--- src/rtl/prog_loader_pkg.sv ---
// Shared definitions for the program-memory loader: window bounds, frame
// header byte, loader state encoding and the frame end-address helper.
package prog_loader_pkg;

    localparam logic [15:0] PROG_BOUND_L = 16'hC000;
    localparam logic [15:0] PROG_BOUND_U = 16'hFFFF;
    localparam logic [7:0]  LOADER_HDR   = 8'hA5;

    typedef enum logic [3:0] {
        ST_IDLE,
        ST_A_LO,
        ST_A_HI,
        ST_C_LO,
        ST_C_HI,
        ST_CHK,
        ST_DATA,
        ST_CSUM,
        ST_FIN
    } ld_state_e;

    // Last byte address touched by a frame, kept in 17 bits so a wrap past
    // 16'hFFFF shows up in bit 16.
    function automatic logic [16:0] frame_end(input logic [15:0] addr, input logic [15:0] cnt);
        return {1'b0, addr} + {1'b0, cnt} - 17'd1;
    endfunction

endpackage

--- src/rtl/prog_loader_frame_chk.sv ---
// Frame checker: running XOR checksum register and combinational
// program-window bounds check on the latched address/count.
module prog_loader_frame_chk
    import prog_loader_pkg::*;
#(
    parameter logic [15:0] BOUND_L = PROG_BOUND_L,
    parameter logic [15:0] BOUND_U = PROG_BOUND_U
) (
    input  logic        clk,
    input  logic        rst_n,
    input  logic        acc_clr_i,
    input  logic        acc_en_i,
    input  logic [7:0]  byte_i,
    input  logic [15:0] addr_i,
    input  logic [15:0] cnt_i,
    output logic [7:0]  acc_o,
    output logic        bad_o
);

    logic [7:0]  acc_q, acc_d;
    logic [16:0] end_w;

    // Next accumulator value: clear at frame start, fold in each covered byte.
    always_comb begin
        acc_d = acc_q;
        if (acc_clr_i)
            acc_d = 8'h00;
        else if (acc_en_i)
            acc_d = acc_q ^ byte_i;
    end

    // Accumulator register.
    always_ff @(posedge clk or negedge rst_n) begin
        if (!rst_n)
            acc_q <= 8'h00;
        else
            acc_q <= acc_d;
    end

    assign end_w = frame_end(addr_i, cnt_i);
    assign acc_o = acc_q;
    assign bad_o = (addr_i < BOUND_L)
                || ((cnt_i != 16'd0) && (end_w > {1'b0, BOUND_U}))
                || end_w[16];

endmodule

--- src/rtl/prog_loader.sv ---
// Byte-serial program loader: parses HDR/addr/count/data/checksum frames from
// a valid/ready byte stream, issues byte writes into the program window one
// cycle after each data byte is accepted, and holds the CPU during a load.
module prog_loader
    import prog_loader_pkg::*;
#(
    parameter logic [15:0] BOUND_U       = PROG_BOUND_U,
    parameter logic [15:0] BOUND_L       = PROG_BOUND_L,
    parameter logic [7:0]  HDR           = LOADER_HDR,
    parameter bit          HOLD_AT_RESET = 1'b1
) (
    input  logic        clk,
    input  logic        rst_n,
    input  logic [7:0]  in_data,
    input  logic        in_valid,
    output logic        in_ready,
    output logic        mem_we,
    output logic [15:0] mem_addr,
    output logic [7:0]  mem_wdata,
    output logic        busy,
    output logic        done,
    output logic        err,
    output logic        cpu_hold
);

    ld_state_e   state_q, state_d;
    logic [15:0] addr_q, addr_d;     // frame address, then write pointer
    logic [15:0] cnt_q, cnt_d;       // frame count, then bytes remaining
    logic        we_q, we_d;
    logic [15:0] waddr_q, waddr_d;
    logic [7:0]  wdata_q, wdata_d;
    logic        busy_q, busy_d;
    logic        done_q, done_d;
    logic        err_q, err_d;
    logic        hold_q, hold_d;
    logic        acc_clr, acc_en, bad;
    logic [7:0]  acc;
    logic        accept;

    assign in_ready = (state_q != ST_CHK) && (state_q != ST_FIN);
    assign accept   = in_valid && in_ready;

    prog_loader_frame_chk #(
        .BOUND_L (BOUND_L),
        .BOUND_U (BOUND_U)
    ) u_chk (
        .clk       (clk),
        .rst_n     (rst_n),
        .acc_clr_i (acc_clr),
        .acc_en_i  (acc_en),
        .byte_i    (in_data),
        .addr_i    (addr_q),
        .cnt_i     (cnt_q),
        .acc_o     (acc),
        .bad_o     (bad)
    );

    // Next-state, field latching, write pipeline and status flags.
    always_comb begin
        state_d = state_q;
        addr_d  = addr_q;
        cnt_d   = cnt_q;
        we_d    = 1'b0;
        waddr_d = waddr_q;
        wdata_d = wdata_q;
        busy_d  = busy_q;
        done_d  = done_q;
        err_d   = err_q;
        hold_d  = hold_q;
        acc_clr = 1'b0;
        acc_en  = 1'b0;
        unique case (state_q)
            ST_IDLE: if (accept && (in_data == HDR)) begin
                state_d = ST_A_LO;
                done_d  = 1'b0;
                err_d   = 1'b0;
                busy_d  = 1'b1;
                hold_d  = 1'b1;
                acc_clr = 1'b1;
            end
            ST_A_LO: if (accept) begin
                addr_d[7:0] = in_data;
                acc_en      = 1'b1;
                state_d     = ST_A_HI;
            end
            ST_A_HI: if (accept) begin
                addr_d[15:8] = in_data;
                acc_en       = 1'b1;
                state_d      = ST_C_LO;
            end
            ST_C_LO: if (accept) begin
                cnt_d[7:0] = in_data;
                acc_en     = 1'b1;
                state_d    = ST_C_HI;
            end
            ST_C_HI: if (accept) begin
                cnt_d[15:8] = in_data;
                acc_en      = 1'b1;
                state_d     = ST_CHK;
            end
            ST_CHK: begin
                if (bad) begin
                    err_d   = 1'b1;
                    busy_d  = 1'b0;
                    state_d = ST_IDLE;
                end else if (cnt_q == 16'd0) begin
                    state_d = ST_CSUM;
                end else begin
                    state_d = ST_DATA;
                end
            end
            ST_DATA: if (accept) begin
                we_d    = 1'b1;
                waddr_d = addr_q;
                wdata_d = in_data;
                addr_d  = addr_q + 16'd1;
                cnt_d   = cnt_q - 16'd1;
                acc_en  = 1'b1;
                if (cnt_q == 16'd1)
                    state_d = ST_CSUM;
            end
            ST_CSUM: if (accept) begin
                if (in_data == acc)
                    done_d = 1'b1;
                else
                    err_d = 1'b1;
                state_d = ST_FIN;
            end
            ST_FIN: begin
                busy_d  = 1'b0;
                if (done_q)
                    hold_d = 1'b0;
                state_d = ST_IDLE;
            end
            default: state_d = ST_IDLE;
        endcase
    end

    // State and output registers; reset aborts any frame and drops a pending write.
    always_ff @(posedge clk or negedge rst_n) begin
        if (!rst_n) begin
            state_q <= ST_IDLE;
            addr_q  <= 16'h0000;
            cnt_q   <= 16'h0000;
            we_q    <= 1'b0;
            waddr_q <= 16'h0000;
            wdata_q <= 8'h00;
            busy_q  <= 1'b0;
            done_q  <= 1'b0;
            err_q   <= 1'b0;
            hold_q  <= HOLD_AT_RESET;
        end else begin
            state_q <= state_d;
            addr_q  <= addr_d;
            cnt_q   <= cnt_d;
            we_q    <= we_d;
            waddr_q <= waddr_d;
            wdata_q <= wdata_d;
            busy_q  <= busy_d;
            done_q  <= done_d;
            err_q   <= err_d;
            hold_q  <= hold_d;
        end
    end

    assign mem_we    = we_q;
    assign mem_addr  = waddr_q;
    assign mem_wdata = wdata_q;
    assign busy      = busy_q;
    assign done      = done_q;
    assign err       = err_q;
    assign cpu_hold  = hold_q;

endmodule
--- config.mk ---
export PLATFORM = sky130hd
export DESIGN_NAME = prog_loader
export DESIGN_NICKNAME = d
export VERILOG_FILES = /design/src/rtl/prog_loader_pkg.sv /design/src/rtl/prog_loader_frame_chk.sv /design/src/rtl/prog_loader.sv
export SDC_FILE = /design/constraint.sdc
export NUM_CORES = 1
export LEC_CHECK = 0
export BUFFER_PORTS_ARGS = -buffer_cell sky130_fd_sc_hd__buf_2
export CORE_MARGIN = 2
export CORE_UTILIZATION = 45
export CTS_BUF_LIST = sky130_fd_sc_hd__clkbuf_4 sky130_fd_sc_hd__clkbuf_8
export CTS_CLUSTER_DIAMETER = 150
export DETAILED_ROUTE_END_ITERATION = 7
export PLACE_DENSITY_LB_ADDON = 0.15
export SYNTH_ARGS = -nofsm -noshare
export SYNTH_HDL_FRONTEND = slang
export SYNTH_SLANG_ARGS = --single-unit
--- constraint.sdc ---
create_clock -name clk -period 2.1 [get_ports clk]
set_input_delay 0.525 -clock clk [delete_from_list [all_inputs] [get_ports clk]]
set_output_delay 0.525 -clock clk [all_outputs]
set_load 0.02 [all_outputs]
======== Yosys cells after proc, flatten, opt, wreduce, memory -nomap -nowiden ========
Index checks and enable logic that the tools add are counted.
storage, ports and cells
  bits of input ports ..................... 11
  word-level logic and storage cells ...... 112
  output and inout bits ................... 30
  register bits ........................... 73
cells by class
  reductions and logical operators ........ 29
  bitwise gates (word level) .............. 1
  add/subtract/negate cells ............... 4
  $lt $le $gt $ge ......................... 2
  equal/unequal tests ..................... 25
  muxes and demuxes ....................... 38
operators by type and width
  cell                     count
  $pmux W8 S2              4
  $mux W16                 2
  $mux W4                  8
  $pmux W4 S8              1
  $mux W8                  3
  $ne A2 B2 Y1 const B     12
  $reduce_and A3 Y1        6
  $add A16 B16 Y17         1
  $gt A17 B16 Y1 const B   1
  $sub A17 B1 Y17 const B  1
  $add A16 B1 Y16 const B  1
  $eq A16 B1 Y1 const B    1
  $eq A4 B3 Y1 const B     4
  $logic_not A16 Y1        1
  $lt A16 B16 Y1 const B   1
  $reduce_bool A16 Y1      1
  $sub A16 B1 Y16 const B  1
  $mux W1                  15
  $reduce_bool A2 Y1       7
  $eq A4 B2 Y1 const B     2
  $eq A8 B8 Y1             1
  $eq A8 B8 Y1 const B     1
  $reduce_and A8 Y1        1
  $xor A8 B8 Y8            1
  other kinds (15)         22

======== Logic depth before layout (Yosys ltp) ========
  word-level depth ........................ 8
  mapped depth ............................ 11

======== Cells and area by module ========
Synthesis repeated with hierarchy kept, for this count alone.
second synthesis, totals
  cell total of the unflattened synthesis .. 563
  area, all modules ....................... 4669.5 µm²
modules (own cells, without submodules)
  module                 cells each  times used  area an instance (µm²)
  prog_loader            415         1           3572.2
  prog_loader_frame_chk  148         1           1097.3

======== Worst setup path after synthesis ========
OpenSTA, ideal clock, no wires.
  kind .................................... register to register
  start point ............................. reg cnt_q[2]
  end point ............................... reg busy_q (netlist: busy)
  arrival time ............................ 2.072 ns
  stages on the path, launching flop included .. 11
  slack ................................... -0.095 ns
  required time ........................... 1.977 ns
  setup time .............................. 0.123 ns
  cells stage by stage .................... dfrtp_1 -> inv_1 -> ha_1 -> inv_1 -> ha_1 -> a211oi_1 -> nor4_1 -> o21ai_1 -> a21oi_1 -> or2_0 -> o221a_1
between the ends
  longest elaborated chain between the ends .. 8
RTL lines
  what                             RTL line                     RTL
  start: declaration               prog_loader.sv:28            logic [15:0] cnt_q, cnt_d;
  start signal: assignment         prog_loader.sv:155           cnt_q <= cnt_d;
  $add A16 B16 Y17                 prog_loader_pkg.sv:24        return {1'b0, addr} + {1'b0, cnt} - 17'd1;
  $sub A17 B1 Y17                  prog_loader_pkg.sv:24
  $gt A17 B16 Y1                   prog_loader_frame_chk.sv:43  || ((cnt_i != 16'd0) && (end_w > {1'b0, BOUND_U}))
  $logic_and A1 B1 Y1              prog_loader_frame_chk.sv:43
  $logic_or A1 B1 Y1               prog_loader_frame_chk.sv:43
  $logic_or A1 B1 Y1 (*)           prog_loader_frame_chk.sv:44  || end_w[16];
  $ne A2 B2 Y1 (no line) (*)       n/a
  $reduce_and A3 Y1 (no line) (*)  n/a
  end signal: assignment           prog_loader.sv:159           busy_q <= busy_d;
  end: declaration                 prog_loader.sv:32            logic busy_q, busy_d;
Every way passes the cells marked *; elsewhere a longest branch is shown, timed or not.
A chain may end at the register's enable or synchronous reset.

======== Worst setup path after layout ========
  start point ............................. reg cnt_q[13]
  end point ............................... reg busy_q (netlist: busy)
The elaborated chain is that of the path after synthesis.

==> flow_summary.json <==
{
  "use_met2": 0.3897,
  "gp_congestion": 0.8949,
  "nNetsFinal": 721,
  "rsz0062_at_grt": "true",
  "min_path_type": "in2async",
  "io_buffers": 40,
  "worst_pin_slew_ns": 0.5441,
  "grt_pass1_wl_um": 21520,
  "synth_area_sq_um": 4697,
  "crit_required_ns": 2.35,
  "dr_total_vias": 4418,
  "clock_insertion_delay_worst_skew_ns": 0.35,
  "min_period_ns": 2.210,
  "cts-root-buf": "clkbuf_8",
  "track_usage": 0.2449,
  "grt_use_met3": 0.04169,
  "die_h_um": 106.2,
  "violations": "setup timing",
  "initial_utilization": 0.4591,
  "design.core.area_sq_um": 10230,
  "drt-initial-drc-count": 214,
  "rows": 37,
  "drc": 0,
  "grt.met1_usage": 0.3270,
  "overflow": 0,
  "worstSetupPathType": "reg2reg",
  "cp_max_fo": 4,
  "post-route-period-util": 1.052,
  "grt_pass1_vias": 4416,
  "ys_types": 68,
  "slew_violations": 0,
  "die_area_sq_um": 11270,
  "critPathCaptureType": "flop",
  "synth_area_per_cell_sq_um": 8.682,
  "antenna_cells": 0,
  "max-vdd-ir-drop_mv": 0.7640,
  "yosysWarnings": 0,
  "drive_above_1_share": 0.3627,
  "report.final.hold_viol_count": 0,
  "clock_skew_ns": 0.009542,
  "cts_tree": "done",
  "timing.slew.headroom": 0.6360,
  "ys_ff_latch": 73,
  "async_reset_ff_frac": 1.000,
  "run_status": "finished, violations left",
  "grt_busiest_layer": "met2",
  "die_w_um": 106.2,
  "multi_input_area_sq_um": 2824,
  "cts_htree_levels": 3,
  "worst_slack_ns": -0.1095,
  "ctsHoldBuffers": 0,
  "start_kind": "flop",
  "critPathArrivalTime_ns": 2.46,
  "dr.pass1.iters": 5,
  "power-per-cell-area_nw_per_um2": 1680,
  "wl_per_cell_um": 16.21,
  "synth_edf_count": 0,
  "clk_path_buf_depth": 2,
  "ys_seq_area_frac": 0.3892,
  "leakagePower_nw": 2.978,
  "fillers": 891,
  "finalSetupTns_ns": -0.3036,
  "seq_area_sq_um": 1832,
  "syn2layout_area_growth_pct": 35.59,
  "antenna_found_initial": 0,
  "timing.fmax_mhz": 452.6,
  "dp_hpwl_um": 9497,
  "grt_max_degree": 35,
  "totalWireLength_um": 13240,
  "place_area_sq_um": 5675,
  "num_io_pins": 41,
  "setup_viol": 5,
  "clock_sinks": 73,
  "cts.clk_slew.worst_paths_ns": 0.08,
  "worst_hold_slack_ns": 0.04669,
  "syn_nets": 586,
  "drtAntennaViolNets": 0,
  "finalInstanceArea_sq_um": 6369,
  "postSynthCellCount": 541,
  "via_per_inst": 5.408,
  "synth_ff_type": "dfrtp_1",
  "cap_violations": 0,
  "numCtsBuffers": 9
}
## worst paths after layout
kind	from	to	slack, ns	depth (start not counted)
worst max register to register	cnt_q[13]	busy	-0.11	10
worst min register to register	mem_addr[12]	mem_addr[12]	0.48	2
worst min-delay path	rst_n	mem_addr[13]	0.05	1
min in group clk	in_data[3]	mem_wdata[3]	0.48	2
worst max-delay path	cnt_q[13]	busy	-0.11	10
max in group asynchronous	rst_n	cpu_hold	1.40	2
## worst max-delay path: stages, from the launching register on
cell	delay, ns
dfrtp_1	0.36
inv_1	0.06
ha_1	0.27
inv_1	0.06
ha_4	0.27
nand4_1	0.13
nor3_2	0.24
o21ai_4	0.11
and3_4	0.17
or2_0	0.20
o221a_1	0.24
## routing by layer
metal	routed length [um]	share of wire
met1	5900	0.45
met3	653	0.049
met5	0	0
met4	422	0.032
met2	6266	0.47
## Yosys cell counts, types with 4 or more instances
cell type   n  share of area
a21o_1      4         0.0064
a21oi_1    34          0.036
a31oi_1    14          0.019
and3_1      5         0.0067
buf_2       8         0.0085
buf_6       6          0.014
clkbuf_1   11         0.0088
dfrtp_1    72           0.38
ha_1       34          0.091
inv_1      65          0.052
mux2_1      8          0.019
nand2_1    53          0.042
nand3_1    12          0.013
nor2_1     45          0.036
nor3_1     17          0.018
nor4bb_1    4         0.0085
o21a_1      4         0.0064
o21ai_0    12          0.013
o21ai_1    37          0.039
o22a_1      6          0.011
o22ai_1     5         0.0067
or3_1       5         0.0067
xnor2_1     4         0.0075
xor2_1     13          0.024
## stage by stage
| step | power, mW | util | instances | worst slack, ns |
|---|---|---|---|---|
| 5_1_grt | 11.60 | 0.6225 | 817 | -0.2213 |
| 3_3_place_gp | 7.645 | 0.5547 | 787 | -0.2407 |
| 3_5_place_dp | 7.852 | 0.5547 | 787 | -0.3279 |
| 2_1_floorplan | 5.730 | - | 541 | -0.05521 |
| 6_report | 10.70 | 0.6225 | 817 | -0.1095 |
| 4_1_cts | 10.08 | 0.6056 | 811 | -0.1422 |
## final cells by class
type | count | share of cell area
multi-input cells | 374 | 0.4434
flip-flops and latches | 73 | 0.2876
repair buffers | 151 | 0.1672
inverters | 67 | 0.03988
well taps | 136 | 0.02672
clock buffers | 11 | 0.02279
clock inverters | 5 | 0.01238
## layout by cell type, fill, tap and decap left out, drive strengths merged, types with 4 or more instances in the layout
cell type	n
a211oi	4
a21o	4
a21oi	35
a31oi	14
and3	5
buf	151
clkbuf	11
dfrtp	72
ha	34
inv	67
mux2	8
nand2	53
nand3	12
nor2	46
nor3	18
nor4bb	4
o21a	4
o21ai	49
o22a	6
o22ai	5
or3	5
xnor2	4
xor2	13
## where the power goes
group | internal (mW) | switching (mW)
sequential | 2.03 | 0.414
clock | 0.714 | 0.569
combinational | 3.30 | 3.68
total | 6.04 | 4.66
## sequential cells by signal (all words and copies together), names as in the netlist
register     cells
done             1
addr_q          16
cnt_q           16
state_q          4
mem_addr        16
u_chk.acc_o      8
mem_wdata        8
mem_we           1
cpu_hold         1
err              1
busy             1
## repair_timing
item	4_1_cts	5_1_grt
setup buffers	9	6
resized for setup	52	21
pin swaps	20	14
setup endpoints to repair	6	9
## cell families after synthesis
kind of cell    share of synthesized area
mux                               0.02344
buf+inv                           0.08977
xor+xnor                          0.03170
compound gates                     0.1942
flops                              0.3892
fa+ha+maj                         0.09057
simple gates                       0.1811
(Power assumes the default switching activity.)
